**config.mk**
```make
export PLATFORM = sky130hd
export DESIGN_NAME = bram_stream_reader
export DESIGN_NICKNAME = d
export VERILOG_FILES = /design/src/rtl/bram_stream_reader.sv
export SDC_FILE = /design/constraint.sdc
export NUM_CORES = 1
export LEC_CHECK = 0
export CAP_MARGIN = 15
export CORE_MARGIN = 5
export CORE_UTILIZATION = 39
export DETAILED_ROUTE_END_ITERATION = 10
export HOLD_SLACK_MARGIN = 0.08
export PLACE_DENSITY_LB_ADDON = 0.12
export SYNTH_ARGS = -nofsm -noshare
export SYNTH_HDL_FRONTEND = slang
export SYNTH_SLANG_ARGS = --single-unit
```
**constraint.sdc**
```tcl
create_clock -name clk_i -period 7.6 [get_ports clk_i]
set_input_delay 2.28 -clock clk_i [delete_from_list [all_inputs] [get_ports clk_i]]
set_output_delay 2.28 -clock clk_i [all_outputs]
set_load 0.02 [all_outputs]
```
**src/rtl/bram_stream_reader.sv**
```systemverilog
// Sequential BRAM read engine presenting words as a valid/ready stream with a 2-entry skid buffer.
// Optional macro BRAM_READER_LAST_EN adds last_o, flagging the final word of a transfer.
module bram_stream_reader #(
    parameter int RAM_WIDTH     = 8,
    parameter int RAM_ADDR_BITS = 10
) (
    input  logic                     clk_i,
    input  logic                     rst_i,
    input  logic                     start_i,
    input  logic [RAM_ADDR_BITS-1:0] base_addr_i,
    input  logic [RAM_ADDR_BITS:0]   len_i,
    output logic                     busy_o,
    output logic                     done_o,
    output logic [RAM_ADDR_BITS-1:0] ram_addr_o,
    output logic                     ram_en_o,
    output logic                     ram_we_o,
    input  logic [RAM_WIDTH-1:0]     ram_data_i,
    output logic [RAM_WIDTH-1:0]     m_data_o,
    output logic                     m_valid_o,
    input  logic                     m_ready_i
`ifdef BRAM_READER_LAST_EN
    ,
    output logic                     last_o
`endif
);

    typedef enum logic [1:0] {
        S_IDLE,
        S_RUN,
        S_DONE
    } state_t;

    state_t                   r_state;
    state_t                   w_nextState;

    logic [RAM_ADDR_BITS-1:0] r_base;
    logic [RAM_ADDR_BITS-1:0] r_addrHold;
    logic [RAM_ADDR_BITS:0]   r_len;
    logic [RAM_ADDR_BITS:0]   r_issued;
    logic [RAM_ADDR_BITS:0]   r_delivered;
    logic                     r_inflight;

    logic [RAM_WIDTH-1:0]     r_buf [2];
    logic                     r_rdPtr;
    logic                     r_wrPtr;
    logic [1:0]               r_occ;

    logic                     w_issue;
    logic                     w_push;
    logic                     w_pop;
    logic [2:0]               w_level;
    logic [RAM_ADDR_BITS-1:0] w_issueAddr;

    assign w_pop       = (r_occ != 2'd0) && m_ready_i;
    assign w_push      = r_inflight;
    assign w_level     = {1'b0, r_occ} + {2'b00, r_inflight} - {2'b00, w_pop};
    assign w_issueAddr = r_base + r_issued[RAM_ADDR_BITS-1:0];

    always_ff @(posedge clk_i or posedge rst_i) begin
        if (rst_i) begin
            r_state <= S_IDLE;
        end else begin
            r_state <= w_nextState;
        end
    end

    // A read is only issued when the word it returns is certain to find a free buffer slot.
    always_comb begin
        w_nextState = r_state;
        w_issue     = 1'b0;
        case (r_state)
            S_IDLE: begin
                if (start_i) begin
                    w_nextState = (len_i == '0) ? S_DONE : S_RUN;
                end
            end
            S_RUN: begin
                w_issue = (r_issued < r_len) && (w_level < 3'd2);
                if (w_pop && ((r_delivered + 1'b1) == r_len)) begin
                    w_nextState = S_DONE;
                end
            end
            S_DONE: begin
                w_nextState = S_IDLE;
            end
            default: begin
                w_nextState = S_IDLE;
            end
        endcase
    end

    always_ff @(posedge clk_i or posedge rst_i) begin
        if (rst_i) begin
            r_base      <= '0;
            r_len       <= '0;
            r_issued    <= '0;
            r_delivered <= '0;
            r_addrHold  <= '0;
            r_inflight  <= 1'b0;
            r_buf[0]    <= '0;
            r_buf[1]    <= '0;
            r_rdPtr     <= 1'b0;
            r_wrPtr     <= 1'b0;
            r_occ       <= 2'd0;
        end else begin
            if ((r_state == S_IDLE) && start_i && (len_i != '0)) begin
                r_base      <= base_addr_i;
                r_len       <= len_i;
                r_issued    <= '0;
                r_delivered <= '0;
            end
            if (w_issue) begin
                r_issued   <= r_issued + 1'b1;
                r_addrHold <= w_issueAddr;
            end
            r_inflight <= w_issue;
            if (w_push) begin
                r_buf[r_wrPtr] <= ram_data_i;
                r_wrPtr        <= ~r_wrPtr;
            end
            if (w_pop) begin
                r_rdPtr     <= ~r_rdPtr;
                r_delivered <= r_delivered + 1'b1;
            end
            r_occ <= r_occ + {1'b0, w_push} - {1'b0, w_pop};
        end
    end

`ifdef BRAM_READER_LAST_EN
    logic r_inflightLast;
    logic r_lastBuf [2];

    // The last flag travels with its word: tagged at issue, stored on capture.
    always_ff @(posedge clk_i or posedge rst_i) begin
        if (rst_i) begin
            r_inflightLast <= 1'b0;
            r_lastBuf[0]   <= 1'b0;
            r_lastBuf[1]   <= 1'b0;
        end else begin
            r_inflightLast <= w_issue && (r_issued == (r_len - 1'b1));
            if (w_push) begin
                r_lastBuf[r_wrPtr] <= r_inflightLast;
            end
        end
    end

    assign last_o = (r_occ != 2'd0) && r_lastBuf[r_rdPtr];
`endif

    assign ram_addr_o = w_issue ? w_issueAddr : r_addrHold;
    assign ram_en_o   = w_issue;
    assign ram_we_o   = 1'b0;
    assign m_data_o   = r_buf[r_rdPtr];
    assign m_valid_o  = (r_occ != 2'd0);
    assign busy_o     = (r_state == S_RUN);
    assign done_o     = (r_state == S_DONE);

endmodule

```
# Yosys cells after proc, flatten, opt, wreduce, memory -nomap -nowiden
# Cells that the tools add are included.
dict set report classes {
  n_div 0
  add_sub_neg 7
  order_cmp 5
  n_reduce_logical 13
  n_mux 15
  eq_ne 5
  n_bitwise 4
  shifts 0
  n_mul 0
}
# op n
set ops {}
lappend ops {{two-way mux 11 bit} 3}
lappend ops {{two-way mux 8 bit} 4}
lappend ops {{adder 11 x 1 -> 11 bit, second input constant} 2}
lappend ops {{bitwise mux 16 bit} 1}
lappend ops {{equality test 11 bit} 1}
lappend ops {{zero test 11 bit} 1}
lappend ops {{less-than comparator 11 bit} 1}
lappend ops {{nonzero test 11 bit} 1}
lappend ops {{adder 10 bit} 1}
lappend ops {{two-way mux 10 bit} 1}
lappend ops {{demux 8 bit (select 1 bit)} 1}
lappend ops {{logical AND 1 bit} 6}
lappend ops {{two-way mux 2 bit} 3}
lappend ops {{nonzero test 2 bit} 3}
lappend ops {{greater-or-equal comparator 2 bit, second input constant} 2}
lappend ops {{NOT 1 -> 2 bit} 2}
lappend ops {{one-hot mux 2 bit (2 select lines)} 1}
lappend ops {{adder 2 x 1 -> 3 bit} 1}
lappend ops {{less-than comparator 3 x 2 -> 1 bit, second input constant} 1}
lappend ops {{subtractor 3 x 1 -> 3 bit} 1}
lappend ops {{adder 2 x 1 -> 2 bit} 1}
lappend ops {{equality test 2 x 1 -> 1 bit, second input constant} 1}
lappend ops {{equality test 2 bit, second input constant} 1}
lappend ops {{zero test 2 bit} 1}
lappend ops {{7 further kinds} 8}
dict set report word_totals {
  regBits 76
  mem_bits_rw 0
  latchBits 0
  in_bits 33
  word_cells 61
  output_inout_bits 23
  n_memories 0
  mem_bits_ro 0
}

# Depth between registers and ports, before layout
dict set report depth {
  depth_word 7
  mapped_depth 14
  depth_no_buf 13
}

# Worst setup path after synthesis
# OpenSTA, ideal clock, no wires.
dict set report synth_path {
  kind {input to output}
  startpoint {input port m_ready_i}
  endpoint {output port ram_addr_o[2]}
  setup_slack_ns 0.114
  n_path_buf 2
  required_time_ns 5.320
  arrival_time_ns 5.206
  path_stages 14
  path_cell_list {o21ai_1 inv_1 ha_1 inv_1 ha_1 inv_1 fa_1 nand3b_1 a211oi_1 o21ai_1 or2_2 clkbuf_2 buf_2 o21ai_0}
}
dict set report synth_via {
  elab_chain_cells 6
}
# item line_no
set synth_lines {}
lappend synth_lines {{start, declared} 20} ;# input logic m_ready_i
lappend synth_lines {{logical AND 1 bit} 54} ;# assign w_pop = (r_occ != 2'd0) && m_ready_i;
lappend synth_lines {{via w_pop} 50} ;# logic w_pop;
lappend synth_lines {{subtractor 3 x 1 -> 3 bit} 56} ;# assign w_level = {1'b0, r_occ} + {2'b00, r_inflight} - {2'b00, w_pop};
lappend synth_lines {{less-than comparator 3 x 2 -> 1 bit} 78} ;# w_issue = (r_issued < r_len) && (w_level < 3'd2);
lappend synth_lines {{logical AND 1 bit} 78}
lappend synth_lines {{two-way mux 1 bit} 71} ;# case (r_state)
lappend synth_lines {{two-way mux 10 bit} 150} ;# assign ram_addr_o = w_issue ? w_issueAddr : r_addrHold;
lappend synth_lines {{end, declared} 14} ;# output logic [RAM_ADDR_BITS-1:0] ram_addr_o,
# The timed path passes the listed nets, and every way through them passes these cells.

# Worst setup path after layout
dict set report layout_path {
  startpoint {input port m_ready_i}
  endpoint {output port ram_addr_o[5]}
}
# Same word-level chain as after synthesis.

==> results.tsv <==
stage	metric	value	unit
synth	synth_seq_cells	76	
synth	seq_area_frac_synth	44.0	%
floorplanning	row_count	38	
route	first_iter_violations	65	
critical_path	required	5.32	ns
worst_hold_path	hp-start	r_addrHold[4]$_DFF_PP0_	
outcome	status	complete, no violations	
clocking	cts_buffer_depth	2	
timing	period_minus_slack	7.24	ns
finish	finalCoreUtilization	48.7	%
synth	yosysTopAreaCellShare	44.0	%
clocking	h-tree-depth	3	
synth	ys.flop_type	dfrtp_1	
synth	syn_inst	410	
finish	drive_above_1_share	24.4	%
route	vias	3212	
clocking	clkSinkCount	76	
power	p_leak	0.00229	uW
critical_path	arrival	4.96	ns
finish	multi_input_area	2280	um^2
finish	antenna_cells	0	
clocking	cts-root-buf	clkbuf_8	
critical_path	reg2reg_depth	14	
route	ant_nets	0	
timing	max_freq	138	MHz
synth	yosys_warnings	0	
route	wl	9450	um
power	powerDensity	432	nW/um^2
finish	regArea	1900	um^2
placement	globalplace.congestion	0.769	
clocking	worstSkewPairLatency	0.34	ns
critical_path	crit_start	m_ready_i	
clocking	cts_buffers	9	
clocking	hold_buffers	0	
timing	whs	0.496	ns
critical_path	critical_path_class	in -> out	
floorplanning	die_y	115	um
worst_hold_path	min-delay-path-class	reg -> reg	
critical_path	r2r-start	r_occ[1]$_DFF_PP0_	
synth	synth_top_cells_by_area	dfrtp_1 44%, mux2_2 13%, ha_1 6.7%, xnor2_1 3.2%, o21ai_0 3.1%	
timing	maxSlewHeadroom	36.4	%
timing	maxSlewViolCount	0	
finish	area_growth	22.2	%
floorplanning	ios	56	
timing	period_share	95.2	%
synth	synth_edf_count	0	
route	drc	0	
synth	yosys.area.top_type	dfrtp_1	
grt	grt_antenna_before_repair	0	
grt	overflow	0	
critical_path	cp-end-kind	primary output	
finish	fillers	1039	
critical_path	start_kind	primary input	
grt	grt_max_degree	77	
timing	timing.final.hold_violations	0	
floorplanning	initial_core_util	39.9	%
placement	dpl.hpwl	6790	um
timing	rsz0062_at_grt	false	
route	dr.pass1.iters	4	
synth	synth_cell_types	60	
power	irDropWorstVdd	0.356	mV
finish	nets	533	
grt	grt_use_total	15.3	%
synth	synthArstFlopShare	100	%
worst_hold_path	whs_path_depth	1	
finish	final_cell_mix	76 x dfrtp_1, 49 x mux2_2, 42 x clkdlybuf4s50_1, 32 x nand2_1, 25 x o21ai_0	
route	post_drt_wl_per_cell	15.2	um
floorplanning	die_area	13300	um^2
flow_run	maxCapViolations	0	
timing	worstMarginPinSlew	0.955	ns
timing	skew	0.00734	ns
finish	design_area	5280	um^2
timing	finalSetupViolCount	0	
floorplanning	core	10800	um^2
synth	synthesis.nets	468	
floorplanning	die-width	115	um
synth	avgSynthCellArea	10.5	um^2
synth	synth_area	4320	um^2
grt	grt_pass1_wl	16300	um
route	via_per_inst	5.18	
placement	portBuffers	54	
grt	grt_pass1_vias	3390	
clocking	path_clk_slew	0.08	ns
critical_path	path_max_fanout	4	
finish	final_common_cell	dfrtp_1	
placement	dpl_cell_area	5030	um^2
clocking	cts_tree	built	
-- path summary, 6_finish.rpt --
path,slack [ns],endpoint
worst min-delay path,0.50,r_addrHold[4]$_DFF_PP0_
max in group asynchronous,4.44,r_buf[6]$_DFFE_PP0P_
worst min register to register,0.50,r_addrHold[4]$_DFF_PP0_
worst max register to register,4.50,r_issued[8]$_DFFE_PP0P_
worst max-delay path,0.36,ram_addr_o[5]
min in group asynchronous,2.55,r_addrHold[7]$_DFF_PP0_
-- stage by stage --
stage | TNS [ns] | cells | total power [uW] | setup WS, ns
floorplan | 0 | 410 | 1480 | 0.114
global placement | -3.87 | 599 | 1910 | -0.406
detailed placement | -4.25 | 599 | 1930 | -0.442
CTS | 0 | 620 | 2290 | 0.0158
global route | 0 | 620 | 2470 | 0.223
finish | 0 | 620 | 2280 | 0.363
-- synth_stat cells, types with 2 or more instances --
cell,instances
dfrtp_1,76
mux2_2,50
nand2_1,32
o21ai_0,27
ha_1,23
inv_1,21
a21oi_1,16
xnor2_1,16
nand3_1,13
nor2_1,13
xor2_1,10
a211oi_1,8
or2_2,7
a31o_2,6
clkbuf_1,6
o211ai_1,6
nand2b_1,5
nor3_1,5
o31ai_1,5
or3_1,5
a21o_1,4
a31oi_1,4
nand4_1,4
buf_2,3
nor2b_1,3
nor4_1,3
and2_2,2
and3_2,2
clkbuf_2,2
fa_1,2
o21ai_1,2
-- worst max-delay path, cell delays in order --
cell            delay, ns
dlymetal6s2s_1       0.12
o21ai_1              0.09
inv_1                0.08
ha_1                 0.27
inv_1                0.05
ha_1                 0.13
inv_1                0.05
fa_1                 0.52
nand3b_1             0.10
a211oi_2             0.22
o21ai_2              0.10
or2_4                0.28
clkinvlp_4           0.11
buf_6                0.10
mux2_4               0.30
buf_6                0.13
-- metal layers --
layer,routed length [um],vias up,global-route usage [%]
met3,309,9,3.84
met1,4390,1555,19.3
met2,4650,51,26.3
met5,0,-,0
li1,-,1597,-
met4,111,0,3.60
-- state kept, by name (all words and copies together) (netlist names) --
| name | flops |
|---|---|
| r_buf | 16 |
| r_delivered | 11 |
| r_issued | 11 |
| r_len | 11 |
| r_addrHold | 10 |
| r_base | 10 |
| r_occ | 2 |
| r_state | 2 |
| r_inflight | 1 |
| r_rdPtr | 1 |
| r_wrPtr | 1 |
-- layout make-up --
| class | count | share of cell area, % |
|---|---|---|
| clock buffer | 12 | 2.75 |
| clock inverter | 4 | 1.37 |
| sequential | 76 | 36.0 |
| tap | 140 | 3.32 |
| multi-input combinational | 297 | 43.1 |
| inverter | 22 | 1.61 |
| timing repair buffer | 68 | 11.7 |
| timing repair inverter | 1 | 0.142 |
-- power breakdown --
part	leakage [uW]	total [uW]	switching, uW	internal (uW)
Clock	0.000107	339	146	194
Sequential	0.000941	701	131	570
Combinational	0.00124	1240	622	620
Total	0.00229	2280	899	1380
-- logic make-up after synthesis --
logic type      share of synthesized area (%)
simple gates                             12.6
compound gates                           13.3
flops                                    44.0
mux                                      13.3
buf+inv                                  3.85
xor+xnor                                 5.27
fa+ha+maj                                7.58
other cells                            0.0867
-- timing repair --
item,CTS,global route
buffers inserted,4,0
endpoints found under the setup margin,11,10
gates cloned,1,0
resized for setup,46,9
pin swaps,1,4
No activity file was read; power rests on OpenSTA's default activity.
